--- src/rtl/iomem_pwm_leds.sv ---
// rtl/iomem_pwm_leds.sv - memory-mapped 8-channel PWM LED controller on the picosoc iomem bus
// Duty values are shadowed and only reloaded at period wrap (or continuously while disabled).
module iomem_pwm_leds #(
  parameter logic [7:0] ADDR_HI = 8'h04
) (
  input  logic        clk,
  input  logic        reset,
  input  logic        iomem_valid,
  output logic        iomem_ready,
  input  logic [3:0]  iomem_wstrb,
  input  logic [31:0] iomem_addr,
  input  logic [31:0] iomem_wdata,
  output logic [31:0] iomem_rdata,
  output logic [7:0]  pwm_out
);

  localparam logic [2:0] REG_CTRL     = 3'd0;
  localparam logic [2:0] REG_PRESCALE = 3'd1;
  localparam logic [2:0] REG_DUTY0    = 3'd2;
  localparam logic [2:0] REG_DUTY1    = 3'd3;
  localparam logic [2:0] REG_STATUS   = 3'd4;

  logic        en;
  logic [7:0]  inv;
  logic [15:0] prescale;
  logic [31:0] duty0;
  logic [31:0] duty1;
  logic        wrap_flag;

  logic [15:0] pcnt;
  logic [7:0]  cnt;
  logic [63:0] shadow;

  logic        accept;
  logic        wr;
  logic [2:0]  sel;
  logic        tick;
  logic        wrap;
  logic [31:0] rd_mux;
  logic [7:0]  pwm_next;
  logic        unused_addr;

  assign accept = iomem_valid && !iomem_ready && (iomem_addr[31:24] == ADDR_HI);
  assign wr     = accept && (iomem_wstrb != 4'b0000);
  assign sel    = iomem_addr[4:2];
  assign tick   = en && (pcnt == prescale);
  assign wrap   = tick && (cnt == 8'd254);

  assign unused_addr = ^{iomem_addr[23:5], iomem_addr[1:0]};

  function automatic logic [31:0] merge_bytes(input logic [31:0] old,
                                              input logic [31:0] data,
                                              input logic [3:0]  strb);
    logic [31:0] res;
    for (int b = 0; b < 4; b++) begin
      res[8*b +: 8] = strb[b] ? data[8*b +: 8] : old[8*b +: 8];
    end
    return res;
  endfunction

  always_comb begin
    rd_mux = 32'h0;
    case (sel)
      REG_CTRL:     rd_mux = {16'h0, inv, 7'h0, en};
      REG_PRESCALE: rd_mux = {16'h0, prescale};
      REG_DUTY0:    rd_mux = duty0;
      REG_DUTY1:    rd_mux = duty1;
      REG_STATUS:   rd_mux = {23'h0, wrap_flag, cnt};
      default:      rd_mux = 32'h0;
    endcase
  end

  // Read data is sampled at acceptance, so it always shows the pre-write contents.
  always_ff @(posedge clk or posedge reset) begin
    if (reset) begin
      iomem_ready <= 1'b0;
      iomem_rdata <= 32'h0;
    end else begin
      iomem_ready <= accept;
      iomem_rdata <= accept ? rd_mux : 32'h0;
    end
  end

  always_ff @(posedge clk or posedge reset) begin
    if (reset) begin
      en       <= 1'b0;
      inv      <= 8'h00;
      prescale <= 16'h0000;
      duty0    <= 32'h0;
      duty1    <= 32'h0;
    end else if (wr) begin
      case (sel)
        REG_CTRL: begin
          if (iomem_wstrb[0]) en  <= iomem_wdata[0];
          if (iomem_wstrb[1]) inv <= iomem_wdata[15:8];
        end
        REG_PRESCALE: begin
          if (iomem_wstrb[0]) prescale[7:0]  <= iomem_wdata[7:0];
          if (iomem_wstrb[1]) prescale[15:8] <= iomem_wdata[15:8];
        end
        REG_DUTY0: duty0 <= merge_bytes(duty0, iomem_wdata, iomem_wstrb);
        REG_DUTY1: duty1 <= merge_bytes(duty1, iomem_wdata, iomem_wstrb);
        default: ;
      endcase
    end
  end

  // A wrap on the same edge as a W1C clear keeps the flag set.
  always_ff @(posedge clk or posedge reset) begin
    if (reset) begin
      wrap_flag <= 1'b0;
    end else if (wrap) begin
      wrap_flag <= 1'b1;
    end else if (wr && (sel == REG_STATUS) && iomem_wstrb[1] && iomem_wdata[8]) begin
      wrap_flag <= 1'b0;
    end
  end

  // pcnt free-runs through 0xFFFF if PRESCALE is lowered beneath it.
  always_ff @(posedge clk or posedge reset) begin
    if (reset) begin
      pcnt <= 16'h0000;
      cnt  <= 8'h00;
    end else if (!en) begin
      pcnt <= 16'h0000;
      cnt  <= 8'h00;
    end else begin
      pcnt <= tick ? 16'h0000 : pcnt + 16'd1;
      if (tick) begin
        cnt <= (cnt == 8'd254) ? 8'h00 : cnt + 8'd1;
      end
    end
  end

  always_ff @(posedge clk or posedge reset) begin
    if (reset) begin
      shadow <= 64'h0;
    end else if (!en || wrap) begin
      shadow <= {duty1, duty0};
    end
  end

  always_comb begin
    pwm_next = 8'h00;
    for (int i = 0; i < 8; i++) begin
      pwm_next[i] = ((cnt < shadow[8*i +: 8]) & en) ^ inv[i];
    end
  end

  always_ff @(posedge clk or posedge reset) begin
    if (reset) begin
      pwm_out <= 8'h00;
    end else begin
      pwm_out <= pwm_next;
    end
  end

endmodule

--- config.mk ---
export PLATFORM = sky130hd
export DESIGN_NAME = iomem_pwm_leds
export DESIGN_NICKNAME = d
export VERILOG_FILES = /design/src/rtl/iomem_pwm_leds.sv
export SDC_FILE = /design/constraint.sdc
export NUM_CORES = 1
export LEC_CHECK = 0
export ABC_AREA = 1
export CAP_MARGIN = 20
export CORE_ASPECT_RATIO = 2
export CORE_MARGIN = 5
export CORE_UTILIZATION = 57
export CTS_BUF_LIST = sky130_fd_sc_hd__clkbuf_16
export DETAILED_ROUTE_END_ITERATION = 8
export PLACE_DENSITY = 0.76
export SYNTH_ARGS = -nofsm -noshare
export SYNTH_HDL_FRONTEND = slang
export SYNTH_SLANG_ARGS = --single-unit
export TNS_END_PERCENT = 1
--- constraint.sdc ---
create_clock -name clk -period 8.4 [get_ports clk]
set_input_delay 1.68 -clock clk [delete_from_list [all_inputs] [get_ports clk]]
set_output_delay 1.68 -clock clk [all_outputs]
set_load 0.01 [all_outputs]
==> flow_summary_export.csv, run 1 <==
group,metric,value,unit
sta,rsz0062_at_grt,"false",
global_routing,grt_pass1_vias,9055,
setup_path,required,8.77,ns
clock_tree,h-tree-depth,1,
clock_tree,ctsHoldBuffers,0,
sta,max_freq,286,MHz
sta,hold_viol,0,
die,die_area,0.0220,sq mm
final_layout,layout_commonest_cell,"nand2_1",
clock_tree,clkLatencyLatePin,0.51,ns
sta,fin_tns_setup,0,ns
synth,syn-cell-area,0.0108,sq mm
die,die_x,107,microns
die,die_h,205,microns
clock_tree,cts_tree,"built",
setup_path,cp.arrival,3.86,ns
detailed_routing,routedWlPerCell,16.5,microns
sta,timing.slew.headroom,45.3,%
synth,synthesis.nets,1423,
final_layout,mostFrequentLayoutCells,"404 x nand2_1, 218 x dfrtp_1, 152 x inv_1",
pwr,p_int,0.00184,W
pwr,swShare,31.8,%
pwr,total_leakage_power,6.13,nW
sta,slew_viol_final,0,
pwr,clock_power_share,31.4,%
pwr,power.density,217,mW/mm^2
detailed_routing,first_iter_violations,429,
clock_tree,root_buffer,"clkbuf_16",
global_routing,overflow,0,
sta,tightest_slew,0.820,ns
sta,period_share,41.6,%
detailed_routing,drt-total-wl,26.9,mm
placed_design,hpwlAfterDp,19.0,mm
job,drv_cap,0,
setup_path,end_kind,"flop",
clock_tree,cts_buffers,21,
final_layout,layout-drive-gt1-share,4.64,%
sta,fin_skew,0.0176,ns
global_routing,grt_max_degree,102,
pwr,power_frac_comb,24.7,%
pwr,p_sw,0.000857,W
clock_tree,cts.path.max_buffers,3,
global_routing,antenna_found_initial,0,
synth,ys_types,34,
min_path,hp-class,"reg2reg",
setup_path,r2r_cells,9,
setup_path,r2r-start,"cnt[0]",
die,coreArea,0.0187,sq mm
min_path,hold_depth,2,
sta,period_needed,3.49,ns
final_layout,final_nets,1497,
placed_design,placed_area,0.0119,sq mm
pwr,power_frac_seq,43.9,%
final_layout,stdcell_area,0.0124,sq mm
pwr,total_power,0.00269,W
placed_design,io_buffers,90,
detailed_routing,vias_per_cell,5.48,
detailed_routing,drtAntennaViolNets,0,
global_routing,grt_pass1_wl,44.0,mm
setup_path,cp-start-kind,"input pin",
placed_design,gp_routability_congestion,0.848,
setup_path,worstSetupPathType,"in2reg",
min_path,hold_path_end,"wrap_flag",
clock_tree,path_clk_slew,0.06,ns
synth,syn_inst,1293,
sta,fin_hold_ws,0.486,ns
detailed_routing,first_pass_iters,5,
final_layout,diodes,0,
global_routing,grt_use_total,25.1,%
final_layout,syn_to_final_growth,15.1,%
synth,syn_area_per_cell,8.36,sq um
min_path,hp-start,"wrap_flag",
setup_path,crit_fanout,16,
die,num_rows,71,
die,io_pins,112,
pwr,peakVddDrop,0.149,mV
die,initial_core_util,57.7,%
clock_tree,cts_setup_buffers,0,
synth,synth_warnings,0,
synth,ys_seq_area_share,50.7,%
detailed_routing,vias,8945,
synth,ys_seq_elements,219,
setup_path,rrSetupSlack,5.42,ns
run_status,status,"complete, no violations",
setup_path,r2r_end,"shadow[26]",
sta,setup_viol,0,
clock_tree,post_cts_resize_count,0,
detailed_routing,drc_errors,0,
clock_tree,cts_sinks,219,
cells in the mapped netlist, drive strengths merged:
cell    instances  area (sq um)
a21oi          35           175
o21ai          96           510
nand4           4          25.0
nor3            5          35.0
o22ai           2          12.5
xor2            7          61.3
a31oi           7          43.8
a221oi          7          61.3
inv           151           567
nor2           74           285
a211oi          2          15.0
xnor2           7          61.3
a22oi          23           173
nand2         405          1520
nand3         127           656
buf            27           194
nor3b           3          33.8
ha             59           738
o21a            8          60.1
o21bai          1          7.51
clkinv          2          7.51
clkbuf         22          82.6
dfrtp         219          5480
worst max-delay path: stages:
cell and delay, ns:
clkdlybuf4s50_1 0.58, nor2_1 0.15, nand3_1 0.12, nor3b_4 0.51, nand3_2 0.53, nand2_1 0.21
o21ai_2 0.07
how the worst max path moves through the flow:
stage / from / endpoint / slack [ns] / cells after the start
floorplan: reset / cnt[0] / 0.73 / 1
detailed placement: iomem_wstrb[2] / duty0[20] / 4.36 / 7
finish: iomem_wstrb[2] / duty0[16] / 4.91 / 7
global placement: iomem_wstrb[2] / duty0[16] / 4.43 / 7
CTS: iomem_wstrb[2] / duty0[20] / 4.88 / 7
global route: iomem_addr[27] / duty0[23] / 4.72 / 9
layout make-up:
class                   instances  area [sq um]
repair buffers                100           976
well taps                     255           319
multi-input cells             872          4490
clock inverters                13          62.6
inverters                     153           582
fillers                      1554          6310
clock buffers                  21           526
flip-flops and latches        219          5480
routing by layer:
layer  track usage [%]  share of wire (%)
met5                 0                  0
met4              13.5                5.5
met3              2.49                4.8
met2              45.5                 53
met1              28.7                 36
sequential cells by signal, indices dropped and copies added, names as in the netlist:
register     count
en               1
inv              8
wrap_flag        1
prescale        16
pwm_out          8
shadow          64
iomem_ready      1
duty0           32
cnt              8
iomem_rdata     32
duty1           32
pcnt            16
cells by family (layout without fill, tap and decap cells):
kind of cell	count (synthesis)	count (layout)	synth area share [%]
AO/OA/AOI/OAI	181	181	9.79
XOR/XNOR	14	14	1.13
adder cells (fa/ha/maj)	59	59	6.83
buffers and inverters	202	287	7.87
flip-flops	219	219	50.7
AND/OR/NAND/NOR	618	618	23.7
power groups by stage:
stage / sequential, W / combinational, W / clock, W
floorplan: 0.00117 / 0.000440 / 0
detailed placement: 0.00120 / 0.000662 / 0
global route: 0.00119 / 0.000751 / 0.000901
finish: 0.00118 / 0.000664 / 0.000846
global placement: 0.00120 / 0.000637 / 0
CTS: 0.00118 / 0.000668 / 0.000856
through the flow:
stage	setup WS, ns	util, %	cells
finish	4.91	66.4	1633
global route	4.72	66.4	1633
CTS	4.88	66.4	1633
detailed placement	4.36	63.2	1599
global placement	4.43	63.2	1599
floorplan	0.727	-	1293
(Power assumes the default switching activity.)
==> run 2: changes to the inputs <==
==> constraint.sdc (replaced) <==
create_clock -name clk -period 3.3 [get_ports clk]
set_input_delay 0.66 -clock clk [delete_from_list [all_inputs] [get_ports clk]]
set_output_delay 0.66 -clock clk [all_outputs]
set_load 0.01 [all_outputs]
==> run 2 against run 1 <==
Against the previous run:
- die area is the same
- routed wire length rose by 2.9%
- worst setup slack lost 4.0 ns
- critical path depth increased by 1
- register-to-register slack worse by 4.5 ns
- final cell count rose by 1.0%
- worst hold slack better by 0.013 ns
- core utilization rose by 1.3 points
- power rose to 2.6 times the previous value
- sequential share of layout area down 0.85 points
- clock skew is 0.0083 ns higher
==> flow_summary_export.csv, run 2 (same netlist as run 1, synthesis figures left out) <==
group,metric,value,unit
pwr,total_leakage_power,6.24,nW
sta,max_freq,415,MHz
detailed_routing,first_pass_iters,5,
sta,timing.slew.headroom,36.0,%
detailed_routing,routedWlPerCell,16.8,microns
die,die_area,0.0220,sq mm
global_routing,overflow,0,
global_routing,grt_pass1_vias,9244,
clock_tree,clkLatencyLatePin,0.53,ns
setup_path,end_kind,"flop",
detailed_routing,drt-total-wl,27.7,mm
final_layout,layout-drive-gt1-share,5.95,%
run_status,status,"complete, no violations",
clock_tree,path_clk_slew,0.06,ns
clock_tree,cts_sinks,219,
global_routing,grt_use_total,26.1,%
die,die_h,205,microns
final_layout,nFillCells,1503,
final_layout,fin_cells,1650,
detailed_routing,first_iter_violations,514,
global_routing,grt_pass1_wl,45.3,mm
die,coreArea,0.0187,sq mm
clock_tree,cts_setup_buffers,0,
setup_path,crit_fanout,36,
sta,slew_viol_final,0,
setup_path,cp-start-kind,"flop",
final_layout,mostFrequentLayoutCells,"404 x nand2_1, 218 x dfrtp_1, 148 x inv_1",
clock_tree,post_cts_resize_count,0,
final_layout,top_register,"shadow",
final_layout,layout_commonest_cell,"nand2_1",
pwr,peakVddDrop,0.448,mV
sta,hold_viol,0,
final_layout,syn_to_final_growth,17.3,%
setup_path,worstSetupPathType,"reg2reg",
final_layout,final_nets,1514,
clock_tree,h-tree-depth,1,
sta,tightest_slew,0.960,ns
detailed_routing,vias,8978,
placed_design,io_buffers,90,
setup_path,cp.arrival,2.85,ns
clock_tree,cts.path.max_buffers,3,
global_routing,antenna_found_initial,0,
global_routing,grt_max_degree,61,
min_path,hp-class,"reg2reg",
final_layout,final_util,67.7,%
sta,rsz0062_at_grt,"false",
sta,period_share,73.0,%
clock_tree,cts_buffers,21,
sta,fin_hold_ws,0.499,ns
placed_design,place_inst,1616,
clock_tree,root_buffer,"clkbuf_16",
die,io_pins,112,
sta,period_needed,2.41,ns
sta,worst_slack,0.892,ns
setup_path,rrSetupSlack,0.89,ns
die,num_rows,71,
placed_design,post-place-ws,0.468,ns
pwr,power.density,559,mW/mm^2
final_layout,largest_reg_flops,64,
final_layout,diodes,0,
sta,setup_viol,0,
job,drv_cap,0,
placed_design,gp_routability_congestion,0.848,
sta,fin_skew,0.0259,ns
setup_path,required,3.74,ns
placed_design,hpwlAfterDp,20.0,mm
detailed_routing,drtAntennaViolNets,0,
detailed_routing,drc_errors,0,
die,die_x,107,microns
clock_tree,cts_tree,"built",
detailed_routing,vias_per_cell,5.44,
clock_tree,ctsHoldBuffers,0,
die,initial_core_util,57.7,%
[run 2: changes by cell type in the layout (fill, tap and decap cells not counted)]
| cell | before | now |
|---|---|---|
| buf_4 | 10 | 22 |
| clkinv_1 | 3 | 5 |
| clkinv_4 | 0 | 2 |
| inv_1 | 152 | 148 |
| clkinv_2 | 4 | 3 |
| buf_12 | 0 | 5 |
| inv_8 | 1 | 0 |
| bufinv_16 | 0 | 2 |
[run 2: layout make-up]
cell class | instances | area [sq um] | area share (%)
inverter | 153 | 578 | 4.56
sequential | 219 | 5480 | 43.2
tap | 255 | 319 | 2.52
clock inverter | 13 | 120 | 0.947
multi-input combinational | 872 | 4490 | 35.4
timing repair buffer | 117 | 1170 | 9.19
clock buffer | 21 | 526 | 4.14
[run 2: path summary, 6_finish.rpt]
check,end,cells after the start,from
min in group asynchronous,shadow[50],2,reset
hold reg to reg,shadow[8],2,shadow[8]
setup / recovery,shadow[51],8,cnt[1]
setup reg to reg,shadow[51],8,cnt[1]
max in group asynchronous,en,3,reset
hold / removal,shadow[8],2,shadow[8]
[run 2: layer usage]
metal | routed length [microns] | share of wire (%) | vias up | global-route usage, %
met5 | 0 | 0 | - | 0
met1 | 9990 | 36 | 4291 | 28.7
li1 | - | - | 4338 | -
met4 | 1420 | 5.1 | 0 | 14.0
met3 | 1310 | 4.7 | 79 | 3.25
met2 | 14900 | 54 | 270 | 48.1
[run 2: worst max-delay path: stages (launching register included)]
cell and delay (ns):
dfrtp_1 0.72, ha_1 0.25, nand3_1 0.08, nor2_2 0.30
inv_2 0.12, o21bai_4 0.15, buf_4 0.37, nand2_1 0.21
nand2_1 0.12
[run 2: where the power goes]
group / total [W] / switching, W / internal (W)
Clock: 0.00235 / 0.00103 / 0.00131
Sequential: 0.00288 / 0.0000866 / 0.00280
Combinational: 0.00186 / 0.00109 / 0.000769
Total: 0.00709 / 0.00221 / 0.00488
[run 2: per-stage QoR]
| stage | cell area (sq um) | power [W] | TNS, ns |
|---|---|---|---|
| 2_1_floorplan | 10800 | 0.00411 | -46.89 |
| 3_3_place_gp | 12000 | 0.00473 | 0 |
| 6_report | 12700 | 0.00709 | 0 |
| 4_1_cts | 12700 | 0.00715 | 0 |
| 3_5_place_dp | 12000 | 0.00480 | 0 |
| 5_1_grt | 12700 | 0.00749 | 0 |
